$ cat src/rtl/uart_rx_param.sv
// rtl/uart_rx_param.sv - parametrised UART receiver with majority-vote sampling
//
// Optional feature macro: UART_RX_BREAK_DET_EN (break frames are swallowed,
// break_det pulses, and a new start is armed only after a full idle bit time).
//
// Ports:
//   clk        system clock
//   rst        asynchronous active-high reset
//   rx         asynchronous serial line, idles high
//   data_out   received word, valid while data_valid=1
//   data_valid word available
//   data_ready consumer accepts the word
//   parity_err parity mismatch on held word (qualified by data_valid)
//   frame_err  stop bit sampled 0 on held word (qualified by data_valid)
//   overrun    one-cycle pulse when a completed frame is dropped
//   break_det  one-cycle pulse on a break frame (0 unless macro defined)
//   busy       receiver is inside a frame
module uart_rx_param #(
  parameter int CLK_PER_BIT = 87,
  parameter int DATA_BITS   = 8,
  parameter int PARITY      = 0,
  parameter int STOP_BITS   = 1
) (
  input  logic                 clk,
  input  logic                 rst,
  input  logic                 rx,
  output logic [DATA_BITS-1:0] data_out,
  output logic                 data_valid,
  input  logic                 data_ready,
  output logic                 parity_err,
  output logic                 frame_err,
  output logic                 overrun,
  output logic                 break_det,
  output logic                 busy
);

  localparam int CW = $clog2(CLK_PER_BIT);
  localparam int H  = CLK_PER_BIT / 2;
  localparam int IW = $clog2(DATA_BITS);

  localparam logic [CW-1:0] CNT_LOAD = CW'(CLK_PER_BIT - 1);
  localparam logic [CW-1:0] CNT_S0   = CW'(H + 1);
  localparam logic [CW-1:0] CNT_S1   = CW'(H);
  localparam logic [CW-1:0] CNT_DEC  = CW'(H - 1);
  localparam logic [IW-1:0] IDX_LAST = IW'(DATA_BITS - 1);
  localparam logic          STOP_LAST = 1'(STOP_BITS - 1);

  typedef enum logic [2:0] {
    S_IDLE,
    S_START,
    S_DATA,
    S_PARITY,
    S_STOP
  } state_t;

  state_t               state;
  logic                 rx_meta;
  logic                 rx_s;
  logic                 rx_hi;
  logic [1:0]           fill;
  logic [CW-1:0]        cnt;
  logic [IW-1:0]        idx;
  logic                 stop_idx;
  logic                 samp0;
  logic                 samp1;
  logic [DATA_BITS-1:0] data_shift;
  logic                 parity_bad;
  logic                 frame_bad;
  logic                 frame_done;
  logic                 vote;
  logic                 at_dec;
  logic                 at_end;
  logic                 start_edge;
  logic                 is_break;

`ifdef UART_RX_BREAK_DET_EN
  logic                 par_bit;
  logic                 break_wait;
  logic [CW-1:0]        hi_cnt;
`endif

  // Two-flop synchroniser. fill marks when rx_s carries the real line rather
  // than the reset value, so a line held low out of reset never looks like a
  // 1->0 transition.
  always_ff @(posedge clk or posedge rst) begin
    if (rst) begin
      rx_meta <= 1'b1;
      rx_s    <= 1'b1;
      fill    <= 2'b00;
      rx_hi   <= 1'b0;
    end else begin
      rx_meta <= rx;
      rx_s    <= rx_meta;
      fill    <= {fill[0], 1'b1};
      rx_hi   <= fill[1] & rx_s;
    end
  end

  // Third sample is rx_s itself in the decision cycle.
  assign vote   = (samp0 & samp1) | (samp0 & rx_s) | (samp1 & rx_s);
  assign at_dec = (cnt == CNT_DEC);
  assign at_end = (cnt == '0);
  assign busy   = (state != S_IDLE);

`ifdef UART_RX_BREAK_DET_EN
  assign start_edge = rx_hi & ~rx_s & ~break_wait;
  assign is_break   = frame_done & (data_shift == '0) & ~par_bit & frame_bad;
`else
  assign start_edge = rx_hi & ~rx_s;
  assign is_break   = 1'b0;
`endif

  always_ff @(posedge clk or posedge rst) begin
    if (rst) begin
      state      <= S_IDLE;
      cnt        <= '0;
      idx        <= '0;
      stop_idx   <= 1'b0;
      samp0      <= 1'b0;
      samp1      <= 1'b0;
      data_shift <= '0;
      parity_bad <= 1'b0;
      frame_bad  <= 1'b0;
      frame_done <= 1'b0;
`ifdef UART_RX_BREAK_DET_EN
      par_bit    <= 1'b0;
`endif
    end else begin
      frame_done <= 1'b0;
      if (state != S_IDLE) begin
        if (cnt == CNT_S0) samp0 <= rx_s;
        if (cnt == CNT_S1) samp1 <= rx_s;
        cnt <= at_end ? CNT_LOAD : cnt - 1'b1;
      end
      case (state)
        S_IDLE: begin
          if (start_edge) begin
            state      <= S_START;
            cnt        <= CNT_LOAD;
            parity_bad <= 1'b0;
            frame_bad  <= 1'b0;
`ifdef UART_RX_BREAK_DET_EN
            par_bit    <= 1'b0;
`endif
          end
        end
        S_START: begin
          if (at_dec && vote) begin
            state <= S_IDLE;
          end else if (at_end) begin
            state <= S_DATA;
            idx   <= '0;
          end
        end
        S_DATA: begin
          if (at_dec) data_shift[idx] <= vote;
          if (at_end) begin
            if (idx == IDX_LAST) begin
              state    <= (PARITY != 0) ? S_PARITY : S_STOP;
              stop_idx <= 1'b0;
            end else begin
              idx <= idx + 1'b1;
            end
          end
        end
        S_PARITY: begin
          if (at_dec) begin
            parity_bad <= (PARITY == 1) ? ~(^data_shift ^ vote) : (^data_shift ^ vote);
`ifdef UART_RX_BREAK_DET_EN
            par_bit    <= vote;
`endif
          end
          if (at_end) begin
            state    <= S_STOP;
            stop_idx <= 1'b0;
          end
        end
        S_STOP: begin
          // Leaving at the decision point of the last stop bit lets a
          // back-to-back start edge be caught half a bit early.
          if (at_dec) begin
            if (!vote) frame_bad <= 1'b1;
            if (stop_idx == STOP_LAST) begin
              state      <= S_IDLE;
              frame_done <= 1'b1;
            end
          end else if (at_end) begin
            stop_idx <= stop_idx + 1'b1;
          end
        end
        default: state <= S_IDLE;
      endcase
    end
  end

  // Output holding register and handshake. A consume in the completion cycle
  // makes room for the new word, so no overrun in that case.
  always_ff @(posedge clk or posedge rst) begin
    if (rst) begin
      data_out   <= '0;
      data_valid <= 1'b0;
      parity_err <= 1'b0;
      frame_err  <= 1'b0;
      overrun    <= 1'b0;
    end else begin
      overrun <= 1'b0;
      if (frame_done && !is_break) begin
        if (!data_valid || data_ready) begin
          data_out   <= data_shift;
          parity_err <= parity_bad;
          frame_err  <= frame_bad;
          data_valid <= 1'b1;
        end else begin
          overrun <= 1'b1;
        end
      end else if (data_valid && data_ready) begin
        data_valid <= 1'b0;
      end
    end
  end

`ifdef UART_RX_BREAK_DET_EN
  // After a break the line must stay high a full bit time before re-arming.
  always_ff @(posedge clk or posedge rst) begin
    if (rst) begin
      break_det  <= 1'b0;
      break_wait <= 1'b0;
      hi_cnt     <= '0;
    end else begin
      break_det <= is_break;
      if (is_break) begin
        break_wait <= 1'b1;
        hi_cnt     <= '0;
      end else if (break_wait) begin
        if (!rx_s) begin
          hi_cnt <= '0;
        end else if (hi_cnt == CNT_LOAD) begin
          break_wait <= 1'b0;
          hi_cnt     <= '0;
        end else begin
          hi_cnt <= hi_cnt + 1'b1;
        end
      end
    end
  end
`else
  assign break_det = 1'b0;
`endif

endmodule

$ cat config.mk
export PLATFORM = sky130hd
export DESIGN_NAME = uart_rx_param
export DESIGN_NICKNAME = d
export VERILOG_FILES = /design/src/rtl/uart_rx_param.sv
export SDC_FILE = /design/constraint.sdc
export NUM_CORES = 1
export LEC_CHECK = 0
export BUFFER_PORTS_ARGS = -buffer_cell sky130_fd_sc_hd__buf_2
export CORE_MARGIN = 1
export CORE_UTILIZATION = 49
export DETAILED_ROUTE_END_ITERATION = 10
export PLACE_DENSITY = 0.67
export SLEW_MARGIN = 10
export SYNTH_ARGS = -nofsm -noshare
export SYNTH_HDL_FRONTEND = slang
export SYNTH_SLANG_ARGS = --single-unit
$ cat constraint.sdc
create_clock -name clk -period 6.1 [get_ports clk]
set_clock_uncertainty 0.2 [all_clocks]
set_input_delay 0.305 -clock clk [delete_from_list [all_inputs] [get_ports clk]]
set_output_delay 0.305 -clock clk [all_outputs]
set_load 0.02 [all_outputs]
==> impl_metrics.py, run 1 <==
metrics = {
    "drt": {
        "routedWlPerCell_um": 14.7,
        "viasPerCell": 5.53,
        "drtAntennaViolNets": 0,
        "remaining_drc_errors": 0,
        "detailed_route_iter0_violations": 63,
        "dr_total_vias": 1432,
        "route.final.wire_length_um": 3800,
        "firstDrtPassIters": 4,
    },
    "timing": {
        "min_period_over_period": 0.347,
        "worst_pin_slew_ns": 0.552,
        "period_minus_slack_ns": 2.12,
        "slew-limit-headroom": 0.632,
        "timing.setup.tns_ns": 0,
        "setup_viol": 0,
        "worst_path_setup_slack_after_routing_ns": 3.98,
        "report.final.slew_viol_count": 0,
        "timing.fmax_ghz": 0.472,
        "finalHoldViolations": 0,
        "rsz_0062_raised_after_global_routing": "false",
    },
    "clock_network": {
        "cts.path.max_buffers": 2,
        "worst_setup_hold_path_clk_slew_ns": 0.08,
        "cts_hold_buf": 2,
        "ctsResizeCount": 0,
        "total_clock_buffers_created_by_cts": 5,
        "cts_setup_buffers": 0,
        "clk_latency_ns": 0.30,
        "cts_tree": "done",
        "cts.sinks": 44,
        "h-tree-depth": 2,
        "clock-root-buffer": "sky130_fd_sc_hd__clkbuf_8",
    },
    "synthesis": {
        "synth_edf_count": 0,
        "post_synth_inst_count": 186,
        "ys_seq_elements": 44,
        "share_of_flip_flops_with_an_asynchronous_set_or_reset_after_synthesis": 1.00,
        "yosysSeqAreaShare": 0.519,
        "syn-mean-instance-area_um2": 11.4,
        "synth_warnings": 0,
        "postSynthNetCount": 196,
        "synth_cell_type_count": 48,
        "yosys_most_used_dff": "sky130_fd_sc_hd__dfrtp_1",
        "post_synthesis_cell_area_mm2": 0.00213,
    },
    "finish": {
        "n_antenna_cell": 0,
        "finish.instance_area_mm2": 0.00238,
        "finished_core_util": 0.583,
        "post_route_cells_drive_above_1_share": 0.211,
        "area_delta_synth_final_pct": 12.1,
        "nets_finish": 218,
        "layoutNonFillerInstCount": 259,
    },
    "place": {
        "detailed_place_hpwl_um": 2670,
        "place_worst_setup_slack_ns": 4.01,
        "dpl_cell_area_mm2": 0.00225,
        "gp_congestion": 0.855,
        "post-place-cells": 249,
        "io_buffers": 16,
    },
    "power_and_ir_drop": {
        "power_density_mw_per_mm2": 321,
        "leakage_uw": 0.00116,
        "worst_ir_drop_vdd_mv": 0.203,
    },
    "global_route": {
        "via_count_of_the_first_global_routing_pass": 1419,
        "grt_pass1_wl_um": 6690,
        "grt_util_all_layers": 0.199,
        "pin_count_of_the_biggest_net_entering_global_routing": 45,
        "globalRouteOverflowTotal": 0,
        "grt_antenna_before_repair": 0,
    },
    "critical_path": {
        "worst-endpoint-arrival_ns": 2.11,
        "cp.required_ns": 6.09,
        "critPathLaunch": "idx[0]$_DFFE_PP0P_",
        "r2r-start": "idx[0]$_DFFE_PP0P_",
        "criticalPathCategory": "register to register",
        "timing.critical_path.to_type": "register",
        "worstSetupStartpointType": "register",
        "critPathMaxFanout": 5,
    },
    "floorplanning": {
        "std_cell_rows": 23,
        "core_area_mm2": 0.00409,
        "floorplan.die.width_um": 67.9,
        "io_pins": 18,
        "chipHeight_um": 67.9,
        "dieArea_mm2": 0.00461,
        "start_util": 0.520,
    },
    "job": {
        "timing.max_cap.violations": 0,
    },
    "hold_path": {
        "worstHoldPathType": "primary input to register",
        "hold_path_start": "data_ready",
    },
    "outcome": {
        "outcome": "finished clean",
    },
}
==> worst max-delay path: stages (launching register included) <==
cell                      delay [ns]
sky130_fd_sc_hd__dfrtp_1        0.46
sky130_fd_sc_hd__ha_1           0.25
sky130_fd_sc_hd__ha_1           0.20
sky130_fd_sc_hd__or3_1          0.36
sky130_fd_sc_hd__a21o_1         0.24
sky130_fd_sc_hd__mux2_4         0.30
==> state kept, by name, summed over array words and instances (netlist names), 2 cells and up <==
| signal | flops |
|---|---|
| data_out | 8 |
| data_shift | 8 |
| cnt | 7 |
| idx | 3 |
| state | 3 |
| fill | 2 |
==> cell usage in the layout, fill, tap and decap left out, types with 3 or more instances in the layout <==
cell	instances
sky130_fd_sc_hd__a21oi_1	6
sky130_fd_sc_hd__buf_2	16
sky130_fd_sc_hd__clkbuf_8	5
sky130_fd_sc_hd__dfrtp_1	42
sky130_fd_sc_hd__ha_1	6
sky130_fd_sc_hd__inv_1	10
sky130_fd_sc_hd__mux2_1	8
sky130_fd_sc_hd__mux2_2	12
sky130_fd_sc_hd__nand2_1	12
sky130_fd_sc_hd__nand2b_1	4
sky130_fd_sc_hd__nand3_1	6
sky130_fd_sc_hd__nand4_1	3
sky130_fd_sc_hd__nor2_1	9
sky130_fd_sc_hd__nor2b_1	3
sky130_fd_sc_hd__nor3_1	7
sky130_fd_sc_hd__o21ai_0	6
sky130_fd_sc_hd__or3_1	4
sky130_fd_sc_hd__xnor2_1	6
==> synth_stat cells, types with 2 or more instances <==
cell | count | area share
sky130_fd_sc_hd__dfrtp_1 | 42 | 0.49
sky130_fd_sc_hd__mux2_2 | 12 | 0.064
sky130_fd_sc_hd__buf_2 | 2 | 0.0047
sky130_fd_sc_hd__or3_1 | 4 | 0.012
sky130_fd_sc_hd__mux2_1 | 8 | 0.042
sky130_fd_sc_hd__dfstp_2 | 2 | 0.025
sky130_fd_sc_hd__or3b_1 | 2 | 0.0082
sky130_fd_sc_hd__nand2b_1 | 4 | 0.012
sky130_fd_sc_hd__nand4_1 | 3 | 0.0088
sky130_fd_sc_hd__nor2_1 | 9 | 0.016
sky130_fd_sc_hd__o22ai_1 | 2 | 0.0059
sky130_fd_sc_hd__nor2b_1 | 3 | 0.0088
sky130_fd_sc_hd__conb_1 | 2 | 0.0035
sky130_fd_sc_hd__nand3_1 | 6 | 0.014
sky130_fd_sc_hd__nand2_1 | 12 | 0.021
sky130_fd_sc_hd__a21oi_1 | 6 | 0.014
sky130_fd_sc_hd__nor3_1 | 7 | 0.016
sky130_fd_sc_hd__o21ai_0 | 6 | 0.014
sky130_fd_sc_hd__xnor2_1 | 6 | 0.025
sky130_fd_sc_hd__ha_1 | 6 | 0.035
sky130_fd_sc_hd__mux2i_1 | 2 | 0.0094
sky130_fd_sc_hd__inv_1 | 10 | 0.018
sky130_fd_sc_hd__o21ai_1 | 2 | 0.0047
sky130_fd_sc_hd__a211o_1 | 2 | 0.0082
sky130_fd_sc_hd__o211ai_1 | 2 | 0.0071
sky130_fd_sc_hd__a21o_1 | 2 | 0.0071
==> power breakdown <==
group          leakage, uW  internal [uW]  switching (uW)
logic             0.000529           78.3            89.2
clock network    0.0000552            121            94.1
registers         0.000580            329            53.7
total              0.00116            528             237
==> per-layer routing <==
layer | vias up | GRT usage | wire (um)
met5 | - | 0 | 0
met4 | 0 | 0.0703 | 57
met3 | 6 | 0.0500 | 146
met2 | 33 | 0.322 | 1830
met1 | 700 | 0.259 | 1770
li1 | 693 | - | -
==> metrics by stage <==
step           hold slack (ns)  total power, uW
6_report                0.0977              765
5_1_grt                 0.0957              820
3_5_place_dp             0.146              553
2_1_floorplan            0.109              512
4_1_cts                 0.0897              773
3_3_place_gp             0.143              542
==> area by class of cell <==
cell class              instances  area [um2]
inverters                      11        41.3
repair buffers                 19         108
flip-flops and latches         44        1100
fillers                       348        1700
clock inverters                 2        35.0
well taps                      50        62.6
clock buffers                   6        72.6
multi-input cells             127         960
==> final timing paths <==
| path | slack, ns | depth (start not counted) | to |
|---|---|---|---|
| setup / recovery | 3.98 | 5 | idx[0]$_DFFE_PP0P_ |
| hold / removal | 0.1 | 3 | overrun$_DFF_PP0_ |
| setup reg to reg | 3.98 | 5 | idx[0]$_DFFE_PP0P_ |
| hold reg to reg | 0.16 | 0 | rx_s$_DFF_PP1_ |
| max in group asynchronous | 4.83 | 4 | rx_meta$_DFF_PP1_ |
| min in group asynchronous | 0.48 | 4 | idx[0]$_DFFE_PP0P_ |
==> logic make-up (layout without fill, tap and decap cells) <==
logic type                 count (synthesis)  after routing  share of synthesized area
and+or+nand+nor                           60             60                      0.165
DFF                                       44             44                      0.519
AOI/OAI and AO/OA                         28             28                     0.0848
muxes                                     23             23                      0.122
buffers and inverters                     15             38                     0.0294
adders and majority gates                  7              7                     0.0400
xor gates and xnor gates                   7              7                     0.0353
other                                      2              2                    0.00353
Power figures use the tool's default switching activity.
==> run 2, diff against run 1 <==
Settings changed: PLACE_DENSITY 0.67 to 0.7.
Clock period 6.1 ns to 1.8 ns, I/O delays scaled along.
==> run 2 against run 1 <==
- the run now ends with negative setup slack left
- wire length is 28% higher
- largest cell class unchanged
- critical path type unchanged
- global-route usage grew 2.9 points
- first-iteration DRC count rose by 9.5%
- register-to-register slack got worse by 4.1 ns
- clock-buffer cell count stayed put
- worst setup slack worse by 4.1 ns
- non-clock buffer count grew 46
- critical endpoint is now data_shift[7]$_DFFE_PP0P_
- hold slack better by 0.065 ns
==> impl_metrics.py, run 2 (same netlist as run 1, synthesis figures left out) <==
metrics = {
    "critical_path": {
        "cp.required_ns": 1.78,
        "worstSetupStartpointType": "register",
        "criticalPathCategory": "register to register",
        "worst-endpoint-arrival_ns": 1.94,
        "timing.critical_path.to_type": "register",
        "critPathMaxFanout": 6,
    },
    "drt": {
        "viasPerCell": 5.39,
        "detailed_route_iter0_violations": 69,
        "routedWlPerCell_um": 15.9,
        "route.final.wire_length_um": 4860,
        "remaining_drc_errors": 0,
        "dr_total_vias": 1643,
        "firstDrtPassIters": 4,
        "drtAntennaViolNets": 0,
    },
    "clock_network": {
        "clock-root-buffer": "sky130_fd_sc_hd__clkbuf_8",
        "h-tree-depth": 2,
        "cts.path.max_buffers": 2,
        "total_clock_buffers_created_by_cts": 5,
        "worst_setup_hold_path_clk_slew_ns": 0.08,
        "cts.sinks": 44,
        "clk_latency_ns": 0.30,
        "cts_tree": "done",
    },
    "floorplanning": {
        "start_util": 0.520,
        "dieArea_mm2": 0.00461,
        "floorplan.die.width_um": 67.9,
        "io_pins": 18,
        "std_cell_rows": 23,
        "chipHeight_um": 67.9,
        "core_area_mm2": 0.00409,
    },
    "finish": {
        "post_route_cells_drive_above_1_share": 0.443,
        "finished_core_util": 0.702,
        "final.fill_count": 288,
        "area_delta_synth_final_pct": 35.0,
        "multi_input_area_mm2": 0.00108,
        "largestRegisters": "data_out: 8 flops, data_shift: 8 flops, cnt: 7 flops",
        "nets_finish": 264,
        "n_antenna_cell": 0,
        "regArea_mm2": 0.00111,
        "final_cell_mix": "sky130_fd_sc_hd__dfrtp_1, sky130_fd_sc_hd__buf_4, sky130_fd_sc_hd__buf_2",
    },
    "timing": {
        "slew-limit-headroom": 0.626,
        "report.final.slew_viol_count": 0,
        "setup_viol": 15,
        "final.hold.worst_slack_ns": 0.162,
        "finalHoldViolations": 0,
        "period_minus_slack_ns": 1.95,
        "timing.fmax_ghz": 0.512,
        "min_period_over_period": 1.08,
        "worst_pin_slew_ns": 0.561,
        "rsz_0062_raised_after_global_routing": "true",
        "worst_path_setup_slack_after_routing_ns": -0.153,
    },
    "job": {
        "timing.max_cap.violations": 0,
    },
    "global_route": {
        "grt_util_all_layers": 0.229,
        "grt_antenna_before_repair": 0,
        "via_count_of_the_first_global_routing_pass": 1666,
        "pin_count_of_the_biggest_net_entering_global_routing": 45,
        "grt_pass1_wl_um": 7510,
        "globalRouteOverflowTotal": 0,
    },
    "power_and_ir_drop": {
        "leakage_uw": 0.00140,
        "power_density_mw_per_mm2": 1070,
        "worst_ir_drop_vdd_mv": 0.694,
    },
    "place": {
        "gp_congestion": 0.861,
        "place_worst_setup_slack_ns": -0.110,
        "io_buffers": 16,
        "detailed_place_hpwl_um": 3350,
    },
    "outcome": {
        "violated_checks": "negative setup slack",
        "outcome": "finished with violations",
    },
    "hold_path": {
        "worstHoldPathType": "register to register",
    },
}
run 2: cell count changes in the layout (fill, tap and decap cells not counted), sizes merged:
cell | previous run | this run
dlygate4sd3 | 2 | 3
buf | 17 | 62
bufinv | 1 | 0
clkinv | 1 | 2
run 2: routing by layer:
metal	up-vias	track usage	wire length, um
met5	-	0	0
met4	0	0.112	132
met3	13	0.0533	113
met2	23	0.412	2560
met1	813	0.250	2050
li1	794	-	-
run 2: area by class of cell:
| class | instances | share of cell area |
|---|---|---|
| clock buffers | 6 | 0.0288 |
| inverters | 11 | 0.0153 |
| well taps | 50 | 0.0218 |
| flip-flops and latches | 44 | 0.385 |
| repair buffers | 65 | 0.169 |
| multi-input cells | 127 | 0.377 |
| clock inverters | 2 | 0.00349 |
run 2: final timing paths:
check | slack (ns) | from | depth (start not counted) | endpoint
min in group asynchronous | 0.27 | rst | 4 | state[2]$_DFFE_PP0P_
worst min register to register | 0.16 | fill[0]$_DFF_PP0_ | 0 | fill[1]$_DFF_PP0_
worst min-delay path | 0.16 | fill[0]$_DFF_PP0_ | 0 | fill[1]$_DFF_PP0_
max in group asynchronous | 0.72 | rst | 4 | state[0]$_DFFE_PP0P_
worst max register to register | -0.15 | state[0]$_DFFE_PP0P_ | 4 | data_shift[7]$_DFFE_PP0P_
worst max-delay path | -0.15 | state[0]$_DFFE_PP0P_ | 4 | data_shift[7]$_DFFE_PP0P_
run 2: per-stage QoR:
stage | power (uW) | area [um2] | TNS, ns | cells
after global placement | 2150 | 2560 | -0.336 | 288
after global routing | 3220 | 2870 | -2.15 | 305
after detailed placement | 2210 | 2560 | -0.873 | 288
after CTS | 2970 | 2800 | -0.856 | 302
after floorplan | 1770 | 2150 | -0.143 | 186
final | 3060 | 2870 | -1.23 | 305
run 2: worst max-delay path, stage by stage (launching register included):
cell and delay (ns):
sky130_fd_sc_hd__dfrtp_2 0.46, sky130_fd_sc_hd__nor3b_2 0.31, sky130_fd_sc_hd__nand4_1 0.28, sky130_fd_sc_hd__nor3_1 0.24
sky130_fd_sc_hd__mux2_1 0.35
run 2: power breakdown:
| part | total (uW) | switching [uW] | internal (uW) |
|---|---|---|---|
| Sequential | 1250 | 139 | 1120 |
| Clock | 651 | 344 | 307 |
| Combinational | 1150 | 524 | 628 |
run 2: timing repair:
action | 4_1_cts | 5_1_grt
hold buffers | 3 | 0
gates resized for setup | 20 | 12
setup endpoints to repair | 15 | 20
pin swaps | 3 | 4
setup buffers | 3 | 3
endpoints found under the hold margin | 45 | 0
==> run 3, diff against run 2 <==
Settings changed: SKIP_LAST_GASP set to 1.
==> run 3 against run 2 <==
- the run still ends with negative setup slack left
- highest routed layer unchanged
- worst setup slack better by 0.022 ns
- critical path type unchanged
- utilization up 0.98 points
- design area up 1.4%
- register-to-register slack better by 0.02 ns
- die area unchanged
==> impl_metrics.py, run 3 (same netlist as run 1, synthesis figures left out) <==
metrics = {
    "power_and_ir_drop": {
        "leakage_uw": 0.00140,
        "power_density_mw_per_mm2": 1050,
        "power_switching_share": 0.332,
        "p_sw_uw": 1020,
        "worst_ir_drop_vdd_mv": 0.705,
        "combinational_power_share": 0.376,
        "power_frac_seq": 0.411,
        "sum_of_internal_switching_and_leakage_power_uw": 3060,
        "share_clk_of_total_power": 0.213,
        "p_int_uw": 2040,
    },
    "floorplanning": {
        "core_area_mm2": 0.00409,
        "floorplan.die.width_um": 67.9,
        "start_util": 0.520,
        "chipHeight_um": 67.9,
        "std_cell_rows": 23,
        "io_pins": 18,
        "dieArea_mm2": 0.00461,
    },
    "place": {
        "detailed_place_hpwl_um": 3350,
        "gp_congestion": 0.861,
        "io_buffers": 16,
        "dpl_cell_area_mm2": 0.00256,
    },
    "drt": {
        "remaining_drc_errors": 0,
        "drtAntennaViolNets": 0,
        "detailed_route_iter0_violations": 70,
        "route.final.wire_length_um": 4920,
        "dr_total_vias": 1659,
        "routedWlPerCell_um": 16.1,
        "viasPerCell": 5.44,
        "firstDrtPassIters": 4,
    },
    "critical_path": {
        "r2r_slack_ns": -0.13,
        "criticalPathCategory": "register to register",
        "timing.critical_path.to_type": "register",
        "r2r-start": "idx[0]$_DFFE_PP0P_",
        "cp.required_ns": 1.80,
        "critPathLaunch": "idx[0]$_DFFE_PP0P_",
        "worstSetupStartpointType": "register",
        "critPathMaxFanout": 2,
        "worst-endpoint-arrival_ns": 1.93,
    },
    "timing": {
        "setup_viol": 15,
        "slew-limit-headroom": 0.631,
        "worst_path_setup_slack_after_routing_ns": -0.131,
        "min_period_over_period": 1.07,
        "timing.fmax_ghz": 0.518,
        "period_minus_slack_ns": 1.93,
        "final.hold.worst_slack_ns": 0.159,
        "worst_pin_slew_ns": 0.553,
        "finalHoldViolations": 0,
        "rsz_0062_raised_after_global_routing": "true",
        "report.final.slew_viol_count": 0,
    },
    "global_route": {
        "grt_pass1_wl_um": 7500,
        "globalRouteOverflowTotal": 0,
        "grt_antenna_before_repair": 0,
        "grtUsageMet2": 0.415,
        "met3_usage": 0.0533,
        "global_route_met1_utilization": 0.248,
        "global_route.peak_usage_layer": "met2",
        "grt_util_all_layers": 0.229,
        "via_count_of_the_first_global_routing_pass": 1673,
        "pin_count_of_the_biggest_net_entering_global_routing": 45,
    },
    "outcome": {
        "outcome": "finished with violations",
        "violated_checks": "negative setup slack",
    },
    "clock_network": {
        "worst_setup_hold_path_clk_slew_ns": 0.08,
        "cts_tree": "done",
        "clk_latency_ns": 0.30,
        "cts.path.max_buffers": 2,
        "total_clock_buffers_created_by_cts": 5,
        "cts.sinks": 44,
        "h-tree-depth": 2,
        "clock-root-buffer": "sky130_fd_sc_hd__clkbuf_8",
    },
    "finish": {
        "final.fill_count": 278,
        "finish.instance_area_mm2": 0.00291,
        "final_cell_mix": "sky130_fd_sc_hd__dfrtp_1, sky130_fd_sc_hd__buf_4, sky130_fd_sc_hd__buf_2",
        "n_antenna_cell": 0,
        "post_route_cells_drive_above_1_share": 0.459,
        "mostFrequentLayoutCell": "sky130_fd_sc_hd__dfrtp_1",
        "area_delta_synth_final_pct": 36.9,
        "nets_finish": 264,
        "largestRegisters": "data_out: 8 flops, data_shift: 8 flops, cnt: 7 flops",
    },
    "job": {
        "timing.max_cap.violations": 0,
    },
    "hold_path": {
        "worstHoldPathType": "register to register",
        "hold_path_start": "fill[0]$_DFF_PP0_",
    },
}
[run 3: cell types whose count changed in the layout (fill, tap and decap cells not counted)]
cell,before,now
sky130_fd_sc_hd__buf_4,40,39
sky130_fd_sc_hd__buf_6,7,8
sky130_fd_sc_hd__mux2_1,3,1
sky130_fd_sc_hd__mux2_4,6,8
sky130_fd_sc_hd__nor3_1,5,3
sky130_fd_sc_hd__nor3_2,3,2
sky130_fd_sc_hd__nor3_4,0,3
[run 3: routing by layer]
metal	part of all wire	routed length (um)
met4	0.027	131
met5	0	0
met2	0.53	2580
met3	0.029	141
met1	0.42	2060
[run 3: final timing paths]
kind | end | depth (start not counted)
setup / recovery | idx[0]$_DFFE_PP0P_ | 5
hold / removal | fill[1]$_DFF_PP0_ | 0
setup reg to reg | idx[0]$_DFFE_PP0P_ | 5
hold reg to reg | fill[1]$_DFF_PP0_ | 0
max in group asynchronous | state[0]$_DFFE_PP0P_ | 4
min in group asynchronous | samp0$_DFFE_PP0P_ | 4
[run 3: what timing repair did]
action | CTS | global route
hold buffers | 3 | 0
setup endpoints to repair | 15 | 20
setup buffers | 3 | 3
endpoints found under the hold margin | 45 | 0
pin swaps | 3 | 6
gates resized for setup | 18 | 22
[run 3: area by class of cell]
cell class              instances  area (um2)  share of cell area
multi-input cells             127        1120               0.384
flip-flops and latches         44        1110               0.380
repair buffers                 65         488               0.168
clock buffers                   6        82.6              0.0284
well taps                      50        62.6              0.0215
inverters                      11        43.8              0.0150
clock inverters                 2        10.0             0.00344
[run 3: per-stage QoR]
step                      worst slack (ns)  std cells   util  TNS [ns]
after global placement             -0.0663        288  0.627    -0.336
final                               -0.131        305  0.712    -0.985
after detailed placement            -0.110        288  0.627    -0.873
after global routing                -0.183        305  0.712     -1.88
after CTS                          -0.0968        302  0.679    -0.959
after floorplan                    -0.0933        186      -    -0.143
[run 3: power by group through the flow]
stage,clock network (uW),registers [uW],logic (uW)
6_report,652,1260,1150
5_1_grt,706,1270,1240
2_1_floorplan,0,1260,510
3_3_place_gp,0,1240,910
3_5_place_dp,0,1250,962
4_1_cts,660,1240,1030
[run 3: critical path, stage by stage (launching register included)]
cell	delay, ns
sky130_fd_sc_hd__dfrtp_1	0.41
sky130_fd_sc_hd__ha_2	0.20
sky130_fd_sc_hd__ha_4	0.16
sky130_fd_sc_hd__or3_4	0.33
sky130_fd_sc_hd__a21o_1	0.22
sky130_fd_sc_hd__mux2_4	0.30
